[src/rtl/rr_mux.sv]
// rtl/rr_mux.sv - N-channel round-robin stream mux with registered output
// Optional packet lock on in_last when RR_MUX_PKT_LOCK_EN is defined.
module rr_mux #(
    parameter int N = 4,
    parameter int W = 4
) (
    input  logic                 clk,
    input  logic                 rst_n,
    input  logic [N*W-1:0]       in_data,
    input  logic [N-1:0]         in_valid,
    output logic [N-1:0]         in_ready,
    output logic [W-1:0]         out_data,
    output logic                 out_valid,
    input  logic                 out_ready,
`ifdef RR_MUX_PKT_LOCK_EN
    input  logic [N-1:0]         in_last,
    output logic                 out_last,
`endif
    output logic [$clog2(N)-1:0] out_sel
);

    localparam int SW = $clog2(N);

    logic [SW-1:0] ptr;
    logic [SW-1:0] grant;
    logic [SW-1:0] cand;
    logic          found;
    logic          load_en;
    logic          xfer;
`ifdef RR_MUX_PKT_LOCK_EN
    logic          locked;
`endif

    // Search starts one past the last granted channel, so ptr=N-1 favours channel 0.
    always_comb begin
        grant = '0;
        found = 1'b0;
        cand  = '0;
        for (int k = 1; k <= N; k++) begin
            cand = SW'((int'(ptr) + k) % N);
            if (!found && in_valid[cand]) begin
                grant = cand;
                found = 1'b1;
            end
        end
`ifdef RR_MUX_PKT_LOCK_EN
        // While a packet is open only its owner (held in ptr) may transfer.
        if (locked) begin
            grant = ptr;
            found = in_valid[ptr];
        end
`endif
    end

    assign load_en = !out_valid || out_ready;
    assign xfer    = load_en && found && rst_n;

    always_comb begin
        in_ready = '0;
        if (xfer) begin
            in_ready[grant] = 1'b1;
        end
    end

    always_ff @(posedge clk or negedge rst_n) begin
        if (!rst_n) begin
            out_valid <= 1'b0;
            out_data  <= '0;
            out_sel   <= '0;
            ptr       <= SW'(N - 1);
`ifdef RR_MUX_PKT_LOCK_EN
            locked    <= 1'b0;
            out_last  <= 1'b0;
`endif
        end else if (load_en) begin
            if (xfer) begin
                out_valid <= 1'b1;
                out_data  <= in_data[grant*W +: W];
                out_sel   <= grant;
                ptr       <= grant;
`ifdef RR_MUX_PKT_LOCK_EN
                locked    <= !in_last[grant];
                out_last  <= in_last[grant];
`endif
            end else begin
                out_valid <= 1'b0;
            end
        end
    end

endmodule

[config.mk]
export PLATFORM = sky130hd
export DESIGN_NAME = rr_mux
export DESIGN_NICKNAME = d
export VERILOG_FILES = /design/src/rtl/rr_mux.sv
export SDC_FILE = /design/constraint.sdc
export NUM_CORES = 1
export LEC_CHECK = 0
export ABC_AREA = 1
export CORE_MARGIN = 4
export CORE_UTILIZATION = 44
export CTS_CLUSTER_DIAMETER = 30
export DETAILED_ROUTE_END_ITERATION = 8
export HOLD_SLACK_MARGIN = 0.02
export PLACE_DENSITY = 0.79
export SLEW_MARGIN = 15
export SYNTH_ARGS = -nofsm -noshare
export SYNTH_HDL_FRONTEND = slang
export SYNTH_SLANG_ARGS = --single-unit
[constraint.sdc]
create_clock -name clk -period 2.51 [get_ports clk]
set_clock_uncertainty 0.2 [all_clocks]
set_input_delay 0.502 -clock clk [delete_from_list [all_inputs] [get_ports clk]]
set_output_delay 0.502 -clock clk [all_outputs]
set_load 0.01 [all_outputs]
### Word-level counts from Yosys, hierarchy flattened

Cells that the tools add are included.

* register bits: 9
* RAM bits: 0
* word-level logic and storage cells: 47
* bits in latches: 0
* output and inout bits: 11
* memories: 0
* ROM bits: 0

* shifts and indexed selects: 1
* $add $sub $neg: 4
* multipliers: 0
* equal/unequal tests: 0
* order comparisons: 6
* reductions and logical operators: 12
* mux-type cells: 20
* divide/modulo/power cells: 0
* bitwise operators: 0

Operators by type and width (number)
* $shiftx A16 B5 Y4: 1
* $lt A2 B3 Y1 const B: 5
* $mux W1: 10
* $bmux W1 S2: 4
* $mux W2: 4
* $logic_and A1 B1 Y1: 6
* $add A2 B1 Y2 const B: 2
* $add A2 B2 Y2 const B: 2
* $logic_not A1 Y1: 4
* $mux W4: 1
* $demux W1 S2: 1
* $ge A2 B1 Y1 const B: 1
* $reduce_and A2 Y1: 1
* $logic_or A1 B1 Y1: 1

### Depth between registers and ports, before layout

Gate-level depths: netlist of run 1.

* word-level depth: 18
* gate-level depth with buffers: 16
* gate-level depth less buffers: 15

### Worst setup path after synthesis of run 1

OpenSTA, ideal clock, no wires.

* kind: reg2out
* from: reg ptr[0]
* to: out in_ready[0]
* arrival: 1.677 ns
* buffers on the path: 1
* cell stages (with the launch flop): 12
* setup slack: 0.131 ns
* path through: dfstp_2 > buf_6 > inv_8 > nand2_2 > nand2_4 > nand2_4 > nand2_4 > nor2_8 > nand3_4 > nand3_4 > inv_2 > nor3_1

* longest elaborated chain between the ends: 18
* elaborated cells between the ends (all ways): 34
* classes of those cells: add/sub: 4; order compare: 2; mux: 19; reduce/logical: 9

RTL lines
* from (decl): RTL line 24 `logic [SW-1:0] ptr;`
* from (signal assigned): RTL line 70 `ptr <= SW'(N - 1);`
* from (signal assigned): RTL line 80 `ptr <= grant;`
* $add A2 B1 Y2: RTL line 40 `cand = SW'((int'(ptr) + k) % N);`
* $bmux W1 S2: RTL line 41 `if (!found && in_valid[cand]) begin`
* $mux W1 (not written as such): RTL line 41
* $mux W1: RTL line 41
* $logic_not A1 Y1: RTL line 41
* $logic_and A1 B1 Y1: RTL line 41
* $mux W1: RTL line 41
* $logic_not A1 Y1: RTL line 41
* (+2 left out)
* $logic_not A1 Y1: RTL line 41
* $logic_and A1 B1 Y1: RTL line 41
* $mux W2: RTL line 41
* $lt A2 B3 Y1 (not written as such) or $ge A2 B1 Y1 (tied branches): RTL line 61 `in_ready[grant] = 1'b1;`
* $logic_and A1 B1 Y1 (not written as such): RTL line 61
* $mux W1 (not written as such): RTL line 61
* $demux W1 S2: RTL line 61
* $mux W4 (*): RTL line 60 `if (xfer) begin`
* to (decl): RTL line 11 `output logic [N-1:0] in_ready,`

Mark *: on every way between the ends. The rest lies on a longest branch, timed or not. The select of a mux whose other input is x is not followed.

### Worst setup path after layout of run 1

Same ends and word-level chain as after synthesis.

==> results of run 1 <==
==> worst paths after layout <==
| path | start | end | cells past startpoint |
|---|---|---|---|
| worst max-delay path | ptr[0] | in_ready[0] | 12 |
| worst min-delay path | out_data[2] | out_data[2] | 2 |
| worst max register to register | ptr[0] | out_data[3] | 18 |
| worst min register to register | out_data[2] | out_data[2] | 2 |
| max in group asynchronous | rst_n | ptr[0] | 2 |
| min in group asynchronous | rst_n | out_data[1] | 2 |
==> registers in the layout, summed over array words and instances, names as in the netlist <==
register,cells
out_data,4
out_valid,1
out_sel,2
ptr,2
==> metrics by stage <==
| step | setup WS [ps] | cell area [µm²] | setup TNS, ps |
|---|---|---|---|
| 3_5_place_dp | -681.7 | 1429 | -2551 |
| 2_1_floorplan | 130.9 | 929.6 | 0 |
| 6_report | -206.7 | 1638 | -752.3 |
| 4_1_cts | -128.0 | 1587 | -469.3 |
| 3_3_place_gp | -618.4 | 1429 | -2360 |
| 5_1_grt | -310.5 | 1638 | -1195 |
==> kinds of logic after synthesis <==
logic type             Yosys count  synth area share, %
buffers and inverters           17                9.286
flip-flops                       9                24.50
AO/OA/AOI/OAI                    5                3.096
AND/OR/NAND/NOR                105                63.12
==> timing repair <==
action | CTS | global route
setup endpoints to repair | 4 | 4
hold buffers | 0 | 0
setup buffers | 11 | 3
cloned | 0 | 0
pin swaps | 7 | 4
resized for setup | 43 | 10
==> cell type report <==
cell class / instances / area [µm²] / share of cell area (%)
multi-input combinational: 110 / 703.2 / 42.93
timing repair buffer: 68 / 575.6 / 35.14
sequential: 9 / 227.7 / 13.90
inverter: 15 / 71.32 / 4.354
tap: 27 / 33.78 / 2.063
clock buffer: 4 / 26.28 / 1.604
==> routing by layer <==
metal	GRT usage, %	vias up	routed length [µm]
li1	-	567	-
met1	26.18	565	1286
met2	42.74	54	1849
met3	1.108	12	154
met4	9.362	0	50
met5	0	-	0
==> power breakdown <==
group / total (mW) / switching, mW / internal, mW
sequential: 0.280 / 0.0511 / 0.229
clock: 0.112 / 0.0506 / 0.0613
combinational: 2.36 / 1.31 / 1.05
==> critical path, cell delays in order (launching register included) <==
cell	delay (ps)
dfstp_2	560
buf_6	120
inv_8	50
nand2_4	60
nand2_4	70
nand2_4	80
nand2_4	70
nor2_8	140
nand3_4	120
nand3_4	110
inv_4	50
nor3_2	170
buf_2	160
==> layout by cell type (no fill, tap or decap), types with 4 or more instances in the layout <==
master	n
nand2_1	55
buf_4	33
clkdlybuf4s50_1	25
nand2_4	18
nand2_2	9
nand4_1	9
dfrtp_1	7
inv_2	6
inv_1	6
nand3_4	4
dlygate4sd2_1	4
buf_2	4
==> metrics.md, run 1 <==
| Metric | Value |
|---|---|
| Critical Path Fanout Max | 9 |
| Largest net degree at the start of global routing | 10 |
| Crit. End Element | output port |
| Area delta synth->final | 76.18% |
| F_max | 0.3681 GHz |
| Ys async rst share | 100.0% |
| Min-Delay Path Class | register to register |
| Rows | 16 |
| Mean post-synth cell area | 6.836 µm² |
| Height of the die | 53.97 µm |
| Number of global-route vias before repair | 1,158 |
| Register area share after synthesis | 24.50% |
| Most area-consuming cells after synthesis | nand2_1 25%, dfrtp_1 19%, nand2_4 11% |
| Later-pin clock latency in the skew report | 260 ps |
| EDFF count, synth | 0 |
| Via count | 1,198 |
| Sink Count | 9 |
| Ratio of cells with drive above 1 in the final layout | 44.66% |
| Final Non-Filler Cells | 233 |
| Startpoint types | register |
| Die area | 2912 µm² |
| Clk slew on worst S/H paths | 60 ps |
| Initial antenna violation count | 0 |
| #FFs+latches synth | 9 |
| Status | finished with violations |
| Final Worst Setup Slack | -206.7 ps |
| Most common cell in the synthesized netlist | nand2_1 |
| Post-synth top area cell | nand2_1 |
| GRT Total Usage | 22.69% |
| Post-Synthesis Cells | 136 |
| Mapped Area | 929.6 µm² |
| CTS Buf Count | 3 |
| Fill cell count | 101 |
| Fin crit period | 2717 ps |
| WP data arrival | 2010 ps |
| Antenna Cells | 0 |
| RSZ-0062 raised after global routing | yes |
| Yosys top cell area share | 25.44% |
| VDD IR-drop max | 1.061 mV |
| Starting Density | 46.91% |
| Worst-case clock buffer depth | 2 |
| Vias per cell | 5.142 |
| Drt total wl | 3340 µm |
| CTS tree | yes |
| Yosys warning total | 0 |
| Setup violators final | 4 |
| Slew Viols, Final | 0 |
| Power after layout | 2.751 mW |
| Number of hold violations in the final report | 0 |
| Yosys cell types | 18 |
| H-tree depth | 1 |
| Net count, final | 230 |
| Synth Flop Type | dfrtp_1 |
| Post-Place Cells | 215 |
| P per Cell Area | 1680 nW/µm² |
| Required @ worst endpoint | 1810 ps |
| DP Wirelength | 2110 µm |
| Clk root buf | clkbuf_4 |
| Post-synth top cells | 63 x nand2_1, 10 x nand2_2, 9 x inv_1, 9 x nand2_4, 9 x nand4_1 |
| DRT iter0 DRCs | 27 |
| Gpl congestion | 0.8484 |
| Final worst-path cycle share | 108.2% |
| DIE WIDTH | 53.97 µm |
| Max Cap Violations | 0 |
| Least-Margin Pin Slew | 232.1 ps |
| WHS | 288.8 ps |
| Synth Net Count | 159 |
| Avg WL per Cell | 14.33 µm |
| Overflow left after global routing | 0 |
| Number of buffers added on ports | 33 |
| DRT Pass-1 Iters | 4 |
| Placeable core region | 1982 µm² |
| Setup CP Type | register to output port |
| Final Core Density | 82.64% |
| DRC violations left | 0 |
| Slew margin rel. | 84.36% |
| R2r setup slk | 220 ps |
| First-pass GRT wire length | 4885 µm |
| Routed Antenna Nets | 0 |
| Leakage | 0.8890 nW |
| Failing checks | setup timing |
| IO Count | 34 |
Power figures use the tool's default switching activity.
==> run 2, diff against run 1 <==
--- a/config.mk
+++ b/config.mk
@@ -7,11 +7,12 @@
 export LEC_CHECK = 0
 export ABC_AREA = 1
 export CORE_MARGIN = 4
-export CORE_UTILIZATION = 44
+export CORE_UTILIZATION = 52
 export CTS_CLUSTER_DIAMETER = 30
 export DETAILED_ROUTE_END_ITERATION = 8
+export DONT_BUFFER_PORTS = 1
 export HOLD_SLACK_MARGIN = 0.02
-export PLACE_DENSITY = 0.79
+export PLACE_DENSITY = 0.67
 export SLEW_MARGIN = 15
 export SYNTH_ARGS = -nofsm -noshare
 export SYNTH_HDL_FRONTEND = slang
==> metrics.md, run 2 (synthesis gave the netlist of run 1 again) <==
| Metric | Value |
|---|---|
| RSZ-0062 raised after global routing | yes |
| First-pass GRT wire length | 4077 µm (-17%) |
| Hold path depth | 3 (+1) |
| CP most frequent cell | nand2_4 |
| Fin crit period | 2622 ps (-94.45 ps) |
| Overflow left after global routing | 0 (unchanged) |
| Clk slew on worst S/H paths | 60 ps (about the same) |
| R2r setup slk | 260 ps (+40 ps) |
| Worst-case clock buffer depth | 2 (unchanged) |
| DIE WIDTH | 50.28 µm (-6.8%) |
| Failing checks | setup timing |
| Gpl congestion | 0.8245 (-2.8%) |
| Later-pin clock latency in the skew report | 260 ps (about the same) |
| Setup violators final | 4 (unchanged) |
| WHS | 268.4 ps (-20.34 ps) |
| Commonest cells after routing, fill and taps aside | 57 x nand2_1, 19 x buf_4, 16 x nand2_4, 9 x nand2_2, 9 x nand4_1 |
| Reg2reg path depth | 17 (-1) |
| Drt total wl | 2419 µm (-28%) |
| Placeable core region | 1708 µm² (-14%) |
| Status | finished with violations |
| Critical path buffer and inverter count | 3 (-1) |
| Vias per cell | 5.049 (-1.8%) |
| Initial antenna violation count | 0 (unchanged) |
| DP Wirelength | 1611 µm (-24%) |
| Startpoint types | register |
| Setup WS pre-CTS | 71.24 ps (+753.0 ps) |
| IO Count | 34 (unchanged) |
| Area of the multi-input gates | 693.2 µm² (-1.4%) |
| Least-Margin Pin Slew | 395.3 ps (+163.2 ps) |
| F_max | 0.3814 GHz (+3.6%) |
| Register with the most flip-flops | out_data |
| Leakage | 0.6784 nW (-24%) |
| CTS Buf Count | 3 (unchanged) |
| Starting Density | 54.43% (+7.5 points) |
| CP cell instances | buf_2 > nand2_2 > nand2_4 > nand2_4 > nand2_4 > nor2_8 > nand3_1 > nand2_1 > inv_1 > nand2_4 > nor3_2 > buf_4 |
| Number of hold violations in the final report | 0 (unchanged) |
| Sink Count | 9 (unchanged) |
| H-tree depth | 1 (unchanged) |
| WP data arrival | 1920 ps (-90 ps) |
| Crit-path max cell delay | 530 ps (-30 ps) |
| Crit. End Element | output port |
| Power after layout | 2.345 mW (-15%) |
| Routed Antenna Nets | 0 (unchanged) |
| Max reg flops | 4 (unchanged) |
| GRT Total Usage | 20.49% (-2.2 points) |
| Final worst-path cycle share | 104.5% (-3.8 points) |
| Height of the die | 50.28 µm (-6.8%) |
| Avg WL per Cell | 13.08 µm (-8.8%) |
| Hold path endpoint | out_data[3] |
| VDD IR-drop max | 0.9867 mV (-7.0%) |
| Final Worst Setup Slack | -112.2 ps (+94.45 ps) |
| P per Cell Area | 1928 nW/µm² (+15%) |
| Net count, final | 184 (-20%) |
| DRT iter0 DRCs | 16 (-41%) |
| Area delta synth->final | 30.82% |
| Required @ worst endpoint | 1810 ps (about the same) |
| FF+latch area | 227.7 µm² (unchanged) |
| DRT Pass-1 Iters | 4 (unchanged) |
| Reg2reg start | ptr[1] |
| Slew Viols, Final | 0 (unchanged) |
| Final Non-Filler Cells | 185 (-21%) |
| CTS tree | yes |
| Largest net degree at the start of global routing | 10 (unchanged) |
| Hold path start | rst_n |
| Number of global-route vias before repair | 934 (-19%) |
| Min-Delay Path Class | input port to register |
| Clk root buf | clkbuf_4 |
| Regs by FF count | out_data (4), out_sel (2), ptr (2) |
| Final Core Density | 71.21% (-11 points) |
| Max Cap Violations | 0 (unchanged) |
| Antenna Cells | 0 (unchanged) |
| DRC violations left | 0 (unchanged) |
| Rows | 15 (-1) |
| Setup CP Type | register to output port |
| Via count | 934 (-22%) |
| Reg-to-Reg End | out_data[1] |
| Die area | 2528 µm² (-13%) |
| Slew margin rel. | 73.56% (-11 points) |
| Fill cell count | 136 (+35%) |
| Critical Path Fanout Max | 5 (-4) |
| Ratio of cells with drive above 1 in the final layout | 42.50% (-2.2 points) |
| Post-Place Cells | 169 (-21%) |
| Most common cell after layout, fill and taps aside | nand2_1 |
| Top cell family by delay on the critical path | simple AND/OR/NAND/NOR gates |
| Number of buffers added on ports | 0 (-100%) |
| Slowest library cell on the worst path | dfstp_2 |
## run 2: cell types whose count changed in the layout (fill, tap and decap cells not counted), sizes merged
cell           previous run  this run
clkdlybuf4s50            25         0
dlygate4sd2               4         0
dlygate4sd3               0         1
buf                      39        21
## run 2: metrics by stage
| stage | setup TNS [ps] | area [µm²] |
|---|---|---|
| after detailed placement | 0 | 1013 |
| after global placement | 0 | 1013 |
| after global routing | -903.6 | 1216 |
| final | -411.0 | 1216 |
| after floorplan | 0 | 929.6 |
| after CTS | -283.4 | 1199 |
## run 2: worst max path at each step
| stage | depth (start not counted) | slack [ps] | start | endpoint |
|---|---|---|---|---|
| floorplan | 11 | 130 | ptr[0] | in_ready[0] |
| global placement | 11 | 90 | ptr[0] | in_ready[0] |
| detailed placement | 11 | 70 | ptr[0] | in_ready[0] |
| CTS | 12 | -80 | ptr[0] | in_ready[0] |
| global route | 12 | -260 | ptr[0] | in_ready[0] |
| finish | 12 | -110 | ptr[0] | in_ready[0] |
## run 2: metal layers
metal	global-route usage (%)	share of wire [%]	up-vias
met3	4.451	8.1	4
met4	6.912	1.0	0
met5	0	0	-
li1	-	-	474
met1	26.11	44	423
met2	33.91	47	33
## run 2: final cells by class
class / count / share of cell area (%)
multi-input combinational: 110 / 57.00
sequential: 9 / 18.72
timing repair buffer: 22 / 13.89
inverter: 15 / 5.658
tap: 25 / 2.572
clock buffer: 4 / 2.160
## run 2: worst min-delay path, delay by kind of cell
kind | cells | cell delay [ps]
and+or+nand+nor | 3 | 190
## run 2: report_power, final
part	total (mW)	switching [mW]	internal, mW
sequential	0.316	0.0877	0.229
clock	0.111	0.0495	0.0612
combinational	1.92	1.13	0.785
## run 2: timing repair
item                                    CTS  global route
pin swaps                                 8             4
hold buffers                              1             0
setup buffers                            11             0
endpoints found under the hold margin     9             0
resized for setup                        20             5
endpoints found under the setup margin    4             4
